`config.mk`:
```
export PLATFORM = sky130hd
export DESIGN_NAME = cipher_out_unpacker
export DESIGN_NICKNAME = d
export VERILOG_FILES = /design/src/rtl/cipher_pkg.sv /design/src/rtl/cipher_blk_fifo.sv /design/src/rtl/cipher_out_unpacker.sv
export SDC_FILE = /design/constraint.sdc
export NUM_CORES = 1
export LEC_CHECK = 0
export BUFFER_PORTS_ARGS = -buffer_cell sky130_fd_sc_hd__buf_2
export CORE_MARGIN = 2
export CORE_UTILIZATION = 54
export CTS_CLUSTER_DIAMETER = 100
export CTS_CLUSTER_SIZE = 14
export DETAILED_ROUTE_END_ITERATION = 10
export PLACE_DENSITY = 0.76
export SLEW_MARGIN = 20
export SYNTH_ARGS = -nofsm -noshare
export SYNTH_HDL_FRONTEND = slang
export SYNTH_HIERARCHICAL = 1
export SYNTH_SLANG_ARGS = --single-unit
```
`constraint.sdc`:
```
create_clock -name clk -period 5.9 [get_ports clk]
set_input_delay 1.18 -clock clk [delete_from_list [all_inputs] [get_ports clk]]
set_output_delay 1.18 -clock clk [all_outputs]
set_load 0.01 [all_outputs]
```
`src/rtl/cipher_pkg.sv`:
```
// Shared types and constants for the cipher stream-out path.
package cipher_pkg;

    localparam logic TYPE_OUT_ENC = 1'b0;
    localparam logic TYPE_OUT_DEC = 1'b1;

    localparam int BLOCK_W       = 128;
    localparam int WORD_W        = 32;
    localparam int WORDS_PER_BLK = 4;

    // One stored result block: {type, data}, 129 bits.
    typedef struct packed {
        logic               typ;
        logic [BLOCK_W-1:0] data;
    } blk_entry_t;

    function automatic logic [WORD_W-1:0] bswap32(input logic [WORD_W-1:0] w);
        return {w[7:0], w[15:8], w[23:16], w[31:24]};
    endfunction

endpackage

```
`src/rtl/cipher_blk_fifo.sv`:
```
// Generic synchronous FIFO with async reset, exposing the head entry and fill level.
// Latency: written entry visible at head the cycle after push. No internal guards; caller gates push/pop.
module cipher_blk_fifo #(
    parameter int DEPTH = 4,
    parameter int W     = 129,
    localparam int AW   = $clog2(DEPTH),
    localparam int LW   = $clog2(DEPTH + 1)
) (
    input  logic          clk,
    input  logic          rst,
    input  logic          push,
    input  logic [W-1:0]  wdata,
    input  logic          pop,
    output logic [W-1:0]  head,
    output logic          empty,
    output logic          full,
    output logic [LW-1:0] level
);

    logic [AW:0]  wr_ptr;
    logic [AW:0]  rd_ptr;
    logic [AW:0]  diff;
    logic [W-1:0] mem [DEPTH];

    always_ff @(posedge clk or posedge rst) begin
        if (rst) begin
            wr_ptr <= '0;
            rd_ptr <= '0;
        end else begin
            if (push) wr_ptr <= wr_ptr + 1'b1;
            if (pop)  rd_ptr <= rd_ptr + 1'b1;
        end
    end

    // At full with a concurrent pop, this write lands in the slot being vacated.
    always_ff @(posedge clk) begin
        if (push) mem[wr_ptr[AW-1:0]] <= wdata;
    end

    assign head  = mem[rd_ptr[AW-1:0]];
    assign empty = (wr_ptr == rd_ptr);
    assign full  = (wr_ptr[AW] != rd_ptr[AW]) && (wr_ptr[AW-1:0] == rd_ptr[AW-1:0]);
    assign diff  = wr_ptr - rd_ptr;
    assign level = LW'(diff);

endmodule

```
`src/rtl/cipher_out_unpacker.sv`:
```
// Buffers 128-bit cipher result blocks and serializes each into four 32-bit words, MS word first.
// Latency: 1 cycle from vin to m_valid when empty. No upstream backpressure: almost_full throttles, drops set sticky overflow.
// Optional CIPHER_UNPACK_BYTESWAP_EN byte-reverses every output word.
module cipher_out_unpacker
    import cipher_pkg::*;
#(
    parameter int DEPTH     = 4,
    parameter int AFULL_LVL = 1,
    localparam int LW       = $clog2(DEPTH + 1)
) (
    input  logic               clk,
    input  logic               rst,
    input  logic               vin,
    input  logic               tin,
    input  logic [BLOCK_W-1:0] din,
    output logic               m_valid,
    input  logic               m_ready,
    output logic [WORD_W-1:0]  m_data,
    output logic               m_type,
    output logic               m_last,
    output logic [LW-1:0]      level,
    output logic               almost_full,
    output logic               overflow,
    input  logic               ovf_clr
);

    blk_entry_t        wr_entry;
    blk_entry_t        head;
    logic              empty;
    logic              full;
    logic              push;
    logic              pop;
    logic              drop;
    logic              xfer;
    logic [1:0]        idx;
    logic [WORD_W-1:0] word;

    assign wr_entry = '{typ: tin, data: din};

    assign m_valid = !empty;
    assign xfer    = m_valid && m_ready;
    assign pop     = xfer && (idx == 2'd3);
    assign push    = vin && (!full || pop);
    assign drop    = vin && full && !pop;

    cipher_blk_fifo #(
        .DEPTH (DEPTH),
        .W     ($bits(blk_entry_t))
    ) u_fifo (
        .clk   (clk),
        .rst   (rst),
        .push  (push),
        .wdata (wr_entry),
        .pop   (pop),
        .head  (head),
        .empty (empty),
        .full  (full),
        .level (level)
    );

    always_ff @(posedge clk or posedge rst) begin
        if (rst) begin
            idx      <= 2'd0;
            overflow <= 1'b0;
        end else begin
            if (xfer) idx <= idx + 2'd1;
            // A drop in the same cycle as a clear keeps overflow set.
            if (drop)         overflow <= 1'b1;
            else if (ovf_clr) overflow <= 1'b0;
        end
    end

    always_comb begin
        word = '0;
        case (idx)
            2'd0: word = head.data[127:96];
            2'd1: word = head.data[95:64];
            2'd2: word = head.data[63:32];
            2'd3: word = head.data[31:0];
            default: word = '0;
        endcase
    end

`ifdef CIPHER_UNPACK_BYTESWAP_EN
    assign m_data = empty ? '0 : bswap32(word);
`else
    assign m_data = empty ? '0 : word;
`endif
    assign m_type      = empty ? TYPE_OUT_ENC : head.typ;
    assign m_last      = !empty && (idx == 2'd3);
    assign almost_full = (DEPTH - int'(level)) <= AFULL_LVL;

endmodule

```
==> results of run 1 <==
[where the power goes]
group          switching [mW]  internal, mW
clock network            1.19          1.32
logic                    2.38          1.80
registers               0.249          5.02
[registers in the layout, summed over array words and instances (netlist names)]
name / flops
u_fifo/mem: 516
u_fifo/wr_ptr: 3
idx: 2
u_fifo/rd_ptr: 3
overflow: 1
[worst paths after layout]
path / from / end / cells past startpoint
setup / recovery: u_fifo/rd_ptr[1] / m_data[10] / 5
hold / removal: u_fifo/rd_ptr[2] / u_fifo/rd_ptr[2] / 1
setup reg to reg: u_fifo/rd_ptr[1] / u_fifo/mem[2][6] / 8
hold reg to reg: u_fifo/rd_ptr[2] / u_fifo/rd_ptr[2] / 1
max in group asynchronous: rst / u_fifo/rd_ptr[1] / 2
min in group asynchronous: rst / overflow / 2
[layout make-up]
cell class                 instances  area [um^2]
antenna                            9        22.52
clock inverter                     4        35.03
timing repair buffer             191         1064
tap                              511        639.4
sequential                       525        15730
multi-input combinational        264         4160
fill                            2655        14570
clock buffer                      50         1102
inverter                          44        165.2
[layer usage]
metal | GRT usage | vias up
li1 | - | 4080
met1 | 0.2926 | 4964
met2 | 0.3301 | 290
met3 | 0.05205 | 70
met4 | 0.06799 | 18
met5 | 0 | -
[layout by cell type (no fill, tap or decap)]
| cell | n |
|---|---|
| edfxtp_1 | 516 |
| buf_2 | 173 |
| mux4_2 | 129 |
| inv_1 | 44 |
| clkbuf_16 | 43 |
| a22oi_1 | 32 |
| a21oi_1 | 32 |
| a221oi_2 | 30 |
| buf_4 | 13 |
| diode_2 | 9 |
| clkbuf_1 | 7 |
| dfrtp_1 | 7 |
| ha_1 | 7 |
| buf_12 | 5 |
| inv_6 | 4 |
| nand2_1 | 4 |
| xor2_1 | 4 |
| and2_4 | 4 |
| xnor2_1 | 3 |
| nor2b_1 | 3 |
| ha_2 | 3 |
| a221oi_1 | 2 |
| o21ai_0 | 2 |
| dfrtp_4 | 2 |
| nand2b_4 | 1 |
| mux2_2 | 1 |
| nand3b_1 | 1 |
| a21boi_0 | 1 |
| a21o_1 | 1 |
| a32o_1 | 1 |
| ha_4 | 1 |
| nor2_4 | 1 |
| fa_1 | 1 |
[metrics by stage]
stage / cells / utilization
floorplan: 883 / -
global placement: 1535 / 0.5803
detailed placement: 1535 / 0.5803
CTS: 1589 / 0.6107
global route: 1592 / 0.6109
finish: 1598 / 0.6113
[logic make-up after synthesis]
logic type / share of synthesized area
AOI/OAI and AO/OA: 0.04411
xor gates and xnor gates: 0.002993
and+or+nand+nor: 0.004092
adders and majority gates: 0.007697
DFF: 0.7675
buffers and inverters: 0.03122
muxes: 0.1424
[worst register-to-register path, stage by stage (launching register included)]
cell      delay, ns
dfrtp_4        0.91
inv_1          0.21
ha_1           0.33
nand2_1        0.13
nor2_4         0.04
nand3b_1       0.20
a21boi_0       0.75
and2_4         0.65
buf_12         0.48
==> impl_metrics.json, run 1 <==
{
  "die_width_um": 198.8,
  "chipHeight_um": 198.8,
  "netlist.area_leader.share": 0.7565,
  "slew_headroom": 0.2917,
  "p_leak_nw": 7.580,
  "ctsResizeCount": 0,
  "crit_type": "reg -> out",
  "place_hpwl_um": 22980,
  "postCtsHoldBufs": 0,
  "vias_per_cell": 5.896,
  "clock_latency_ns": 0.57,
  "finalCriticalPeriod_ns": 4.434,
  "grt-ovfl-total": 0,
  "hold_path.class": "reg -> reg",
  "met3_length_um": 2510,
  "slowest_stage": "dfrtp_4",
  "drv_slew": 0,
  "synthCells": 883,
  "yosysSeqAreaShare": 0.7675,
  "yosysUniqueCellTypes": 29,
  "endpoint_kind": "primary output",
  "holdWs_ns": 0.4931,
  "setup_ws_ns": 1.466,
  "synth_area_leader_cell": "edfxtp_1",
  "postSynthAreaPerCell_um2": 23.20,
  "skew_ns": 0.02429,
  "dp_slack_ns": 1.780,
  "fp-row-count": 71,
  "grtUsageTotal": 0.2097,
  "core_um2": 37490,
  "path_clk_slew_ns": 0.06,
  "stdcell_area_um2": 22920,
  "cp_top_family": "buffers and inverters",
  "reg2reg_slack_ns": 1.77,
  "final_hold_viol_count": 0,
  "fmax_mhz": 225.5,
  "numCtsBuffers": 43,
  "cap_violations": 0,
  "start_kind": "flop",
  "crit_required_ns": 4.72,
  "final_nets": 1215,
  "worst_pin_slew_ns": 1.062,
  "h-tree-depth": 2,
  "status": "completed",
  "place_area_um2": 21760,
  "synth_edf_count": 516,
  "cp_data_arrival_time_ns": 3.25,
  "drt_iter0_markers": 755,
  "syn-num-nets": 1029,
  "cts_setup_buffers": 0,
  "cp_max_fo": 52,
  "ir_worst_vdd_mv": 0.4364,
  "wl_met2_um": 19560,
  "rsz0062_at_grt": "false",
  "grt_max_degree": 70,
  "cp_cell_sequence": "buf_4 > mux4_2 > a22oi_1 > a221oi_2 > buf_2",
  "setup_viol": 0,
  "route.detailed.drc": 0,
  "dieArea_um2": 39500,
  "powerDensity_nw_per_um2": 521.9,
  "drive_gt1_frac": 0.3803,
  "drtAntennaViolNets": 0,
  "yosysWarningCount": 6,
  "synth-seq-cells": 525,
  "drtPass1Iterations": 5,
  "post-synth-top-count-cell": "edfxtp_1",
  "antenna_found_initial": 15,
  "ys_async_sr_fraction": 0.01714,
  "area_growth_pct": 11.88,
  "drt-total-wl_um": 39940,
  "synth_top_flop_cell": "edfxtp_1",
  "gp_congestion": 0.7343,
  "grt_pass1_vias": 10030,
  "synth_common_cells": "516 x edfxtp_1, 129 x mux4_2, 44 x inv_1, 32 x a21oi_1, 32 x a22oi_1",
  "cts_sinks": 525,
  "num_vias": 9422,
  "cts_tree": "yes",
  "io_buffers": 173,
  "cpPeakStageDelay_ns": 0.91,
  "m1WireLength_um": 16950,
  "start_util": 0.5464,
  "wire_per_inst_um": 25.00,
  "grt_pass1_wl_um": 60470,
  "clk_path_buf_depth": 3,
  "io-pin-count": 174,
  "setup_tns_ns": 0,
  "top_layer": "met5",
  "synth_area_um2": 20480,
  "cts_root_buf": "clkbuf_16",
  "synth_area_leaders": "edfxtp_1 76%, mux4_2 14%, a221oi_2 2.2%",
  "cp.buffers_inverters": 2,
  "power_mw": 11.96,
  "period_share": 0.7516
}
No activity file was read; power rests on OpenSTA's default activity.
==> run 2: changes to the inputs <==
--- a/config.mk
+++ b/config.mk
@@ -7,11 +7,11 @@
 export LEC_CHECK = 0
 export BUFFER_PORTS_ARGS = -buffer_cell sky130_fd_sc_hd__buf_2
 export CORE_MARGIN = 2
-export CORE_UTILIZATION = 54
+export CORE_UTILIZATION = 58
 export CTS_CLUSTER_DIAMETER = 100
 export CTS_CLUSTER_SIZE = 14
 export DETAILED_ROUTE_END_ITERATION = 10
-export PLACE_DENSITY = 0.76
+export PLACE_DENSITY = 0.78
 export SLEW_MARGIN = 20
 export SYNTH_ARGS = -nofsm -noshare
 export SYNTH_HDL_FRONTEND = slang
==> constraint.sdc (replaced) <==
create_clock -name clk -period 4.1 [get_ports clk]
set_input_delay 0.82 -clock clk [delete_from_list [all_inputs] [get_ports clk]]
set_output_delay 0.82 -clock clk [all_outputs]
set_load 0.01 [all_outputs]
==> run 2 against run 1 <==
  * Die area decreased by 6.8%
  * Sequential share of layout area is 0.41 points lower
  * Cell area increased by 0.60%
  * Final cell count down 2.4%
  * Global-route usage up 1.1 points
  * Clock power is 47% higher
  * Via count rose by 0.90%
  * Flip-flop and latch count did not move
  * Register-to-register slack worse by 1.0 ns
  * Critical endpoint is now m_data[0]
  * Largest cell class unchanged
  * Largest power group unchanged
==> impl_metrics.json, run 2 (synthesis gave the netlist of run 1 again) <==
{
  "status": "completed",
  "h-tree-depth": 2,
  "power_mw": 17.40,
  "cpPeakStageDelay_ns": 0.68,
  "dieArea_um2": 36830,
  "crit_type": "reg -> out",
  "drtPass1Iterations": 5,
  "dp_slack_ns": 0.7969,
  "grt-ovfl-total": 0,
  "setup_ws_ns": 0.2616,
  "grtUsageTotal": 0.2206,
  "drv_slew": 0,
  "ir_worst_vdd_mv": 0.5181,
  "drt_iter0_markers": 781,
  "mostFrequentLayoutCells": "516 x edfxtp_1, 173 x buf_2, 129 x mux4_2",
  "start_kind": "flop",
  "reg2reg_slack_ns": 0.76,
  "r2r-end": "u_fifo/mem[0][81]",
  "setup_viol": 0,
  "reg2reg_depth": 8,
  "clock_latency_ns": 0.54,
  "cts_tree": "yes",
  "period_share": 0.9362,
  "final_common_cell": "edfxtp_1",
  "final_cells": 1559,
  "cp_cell_sequence": "inv_1 > ha_1 > nand2_1 > nor2_4 > buf_4 > a221oi_1 > buf_2",
  "num_vias": 9507,
  "r2r_start": "u_fifo/rd_ptr[1]",
  "cp-startpoint": "u_fifo/wr_ptr[0]",
  "path_clk_slew_ns": 0.07,
  "setup_tns_ns": 0,
  "cap_violations": 0,
  "hold_path.class": "in -> async",
  "finalCriticalPeriod_ns": 3.838,
  "grt_pass1_vias": 10050,
  "slew_headroom": 0.3214,
  "grt_max_degree": 72,
  "final_nets": 1221,
  "skew_ns": 0.02114,
  "clk_path_buf_depth": 3,
  "io-pin-count": 174,
  "chipHeight_um": 191.9,
  "drtAntennaViolNets": 0,
  "drt-total-wl_um": 39730,
  "start_util": 0.5915,
  "crit_required_ns": 3.28,
  "gp_congestion": 0.7054,
  "postCtsHoldBufs": 0,
  "fp-row-count": 68,
  "place_hpwl_um": 23650,
  "slowest_stage": "nor2_4",
  "dp.cells": 1485,
  "rsz0062_at_grt": "false",
  "core_um2": 34630,
  "ctsResizeCount": 0,
  "cts_setup_buffers": 0,
  "grt_pass1_wl_um": 59770,
  "cts_root_buf": "clkbuf_16",
  "endpoint_kind": "primary output",
  "p_leak_nw": 7.659,
  "vias_per_cell": 6.098,
  "area_growth_pct": 12.55,
  "cp_data_arrival_time_ns": 3.02,
  "stdcell_area_um2": 23050,
  "cp_max_fo": 20,
  "largest_reg_flops": 516,
  "cts_sinks": 525,
  "io_buffers": 173,
  "fillCellCount": 2158,
  "final_hold_viol_count": 0,
  "worst_pin_slew_ns": 1.018,
  "wire_per_inst_um": 25.48,
  "route.detailed.drc": 0,
  "antenna_found_initial": 20,
  "numCtsBuffers": 43,
  "place_area_um2": 21830,
  "powerDensity_nw_per_um2": 754.7,
  "drive_gt1_frac": 0.3806,
  "fmax_mhz": 260.5,
  "die_width_um": 191.9
}
run 2: per-layer routing:
layer / global-route usage / wire length (um) / vias to the layer above
met3: 0.05262 / 2857 / 90
met4: 0.07012 / 1091 / 18
met5: 0 / 115 / -
met1: 0.2943 / 15530 / 4933
li1: - / - / 4114
met2: 0.3645 / 20140 / 352
run 2: worst max-delay path by stage:
stage | end | slack (ns)
3_5_place_dp | u_fifo/mem[0][109] | 0.80
5_1_grt | m_data[0] | 0.16
4_1_cts | m_data[0] | 0.26
6_report | m_data[0] | 0.26
3_3_place_gp | m_data[0] | 0.88
2_1_floorplan | u_fifo/mem[3][0] | -0.06
run 2: critical path, delay by kind of cell, from the launching register on:
| kind | cells | cell delay (ns) |
|---|---|---|
| buf+inv | 3 | 0.82 |
| simple gates | 2 | 0.79 |
| flops | 1 | 0.41 |
| fa+ha+maj | 1 | 0.31 |
| compound gates | 1 | 0.16 |
run 2: area by class of cell:
cell class | instances | area (um^2) | area share
Tap cell | 455 | 569.3 | 0.02469
Antenna cell | 11 | 27.53 | 0.001194
Clock inverter | 3 | 33.78 | 0.001465
Multi-Input combinational cell | 264 | 4160 | 0.1805
Sequential cell | 525 | 15730 | 0.6822
Clock buffer | 60 | 1161 | 0.05037
Inverter | 44 | 165.2 | 0.007164
Timing Repair Buffer | 197 | 1209 | 0.05243
run 2: report_power, final:
group          switching, mW  internal, mW
clock                   1.71          1.96
combinational           3.53          2.70
sequential             0.275          7.22
total                   5.51          11.9
run 2: per-stage QoR:
stage / hold slack (ns) / utilization
floorplan: 0.4604 / -
global placement: 0.4732 / 0.6304
detailed placement: 0.4790 / 0.6304
CTS: 0.1846 / 0.6649
global route: 0.1952 / 0.6655
finish: 0.1883 / 0.6657
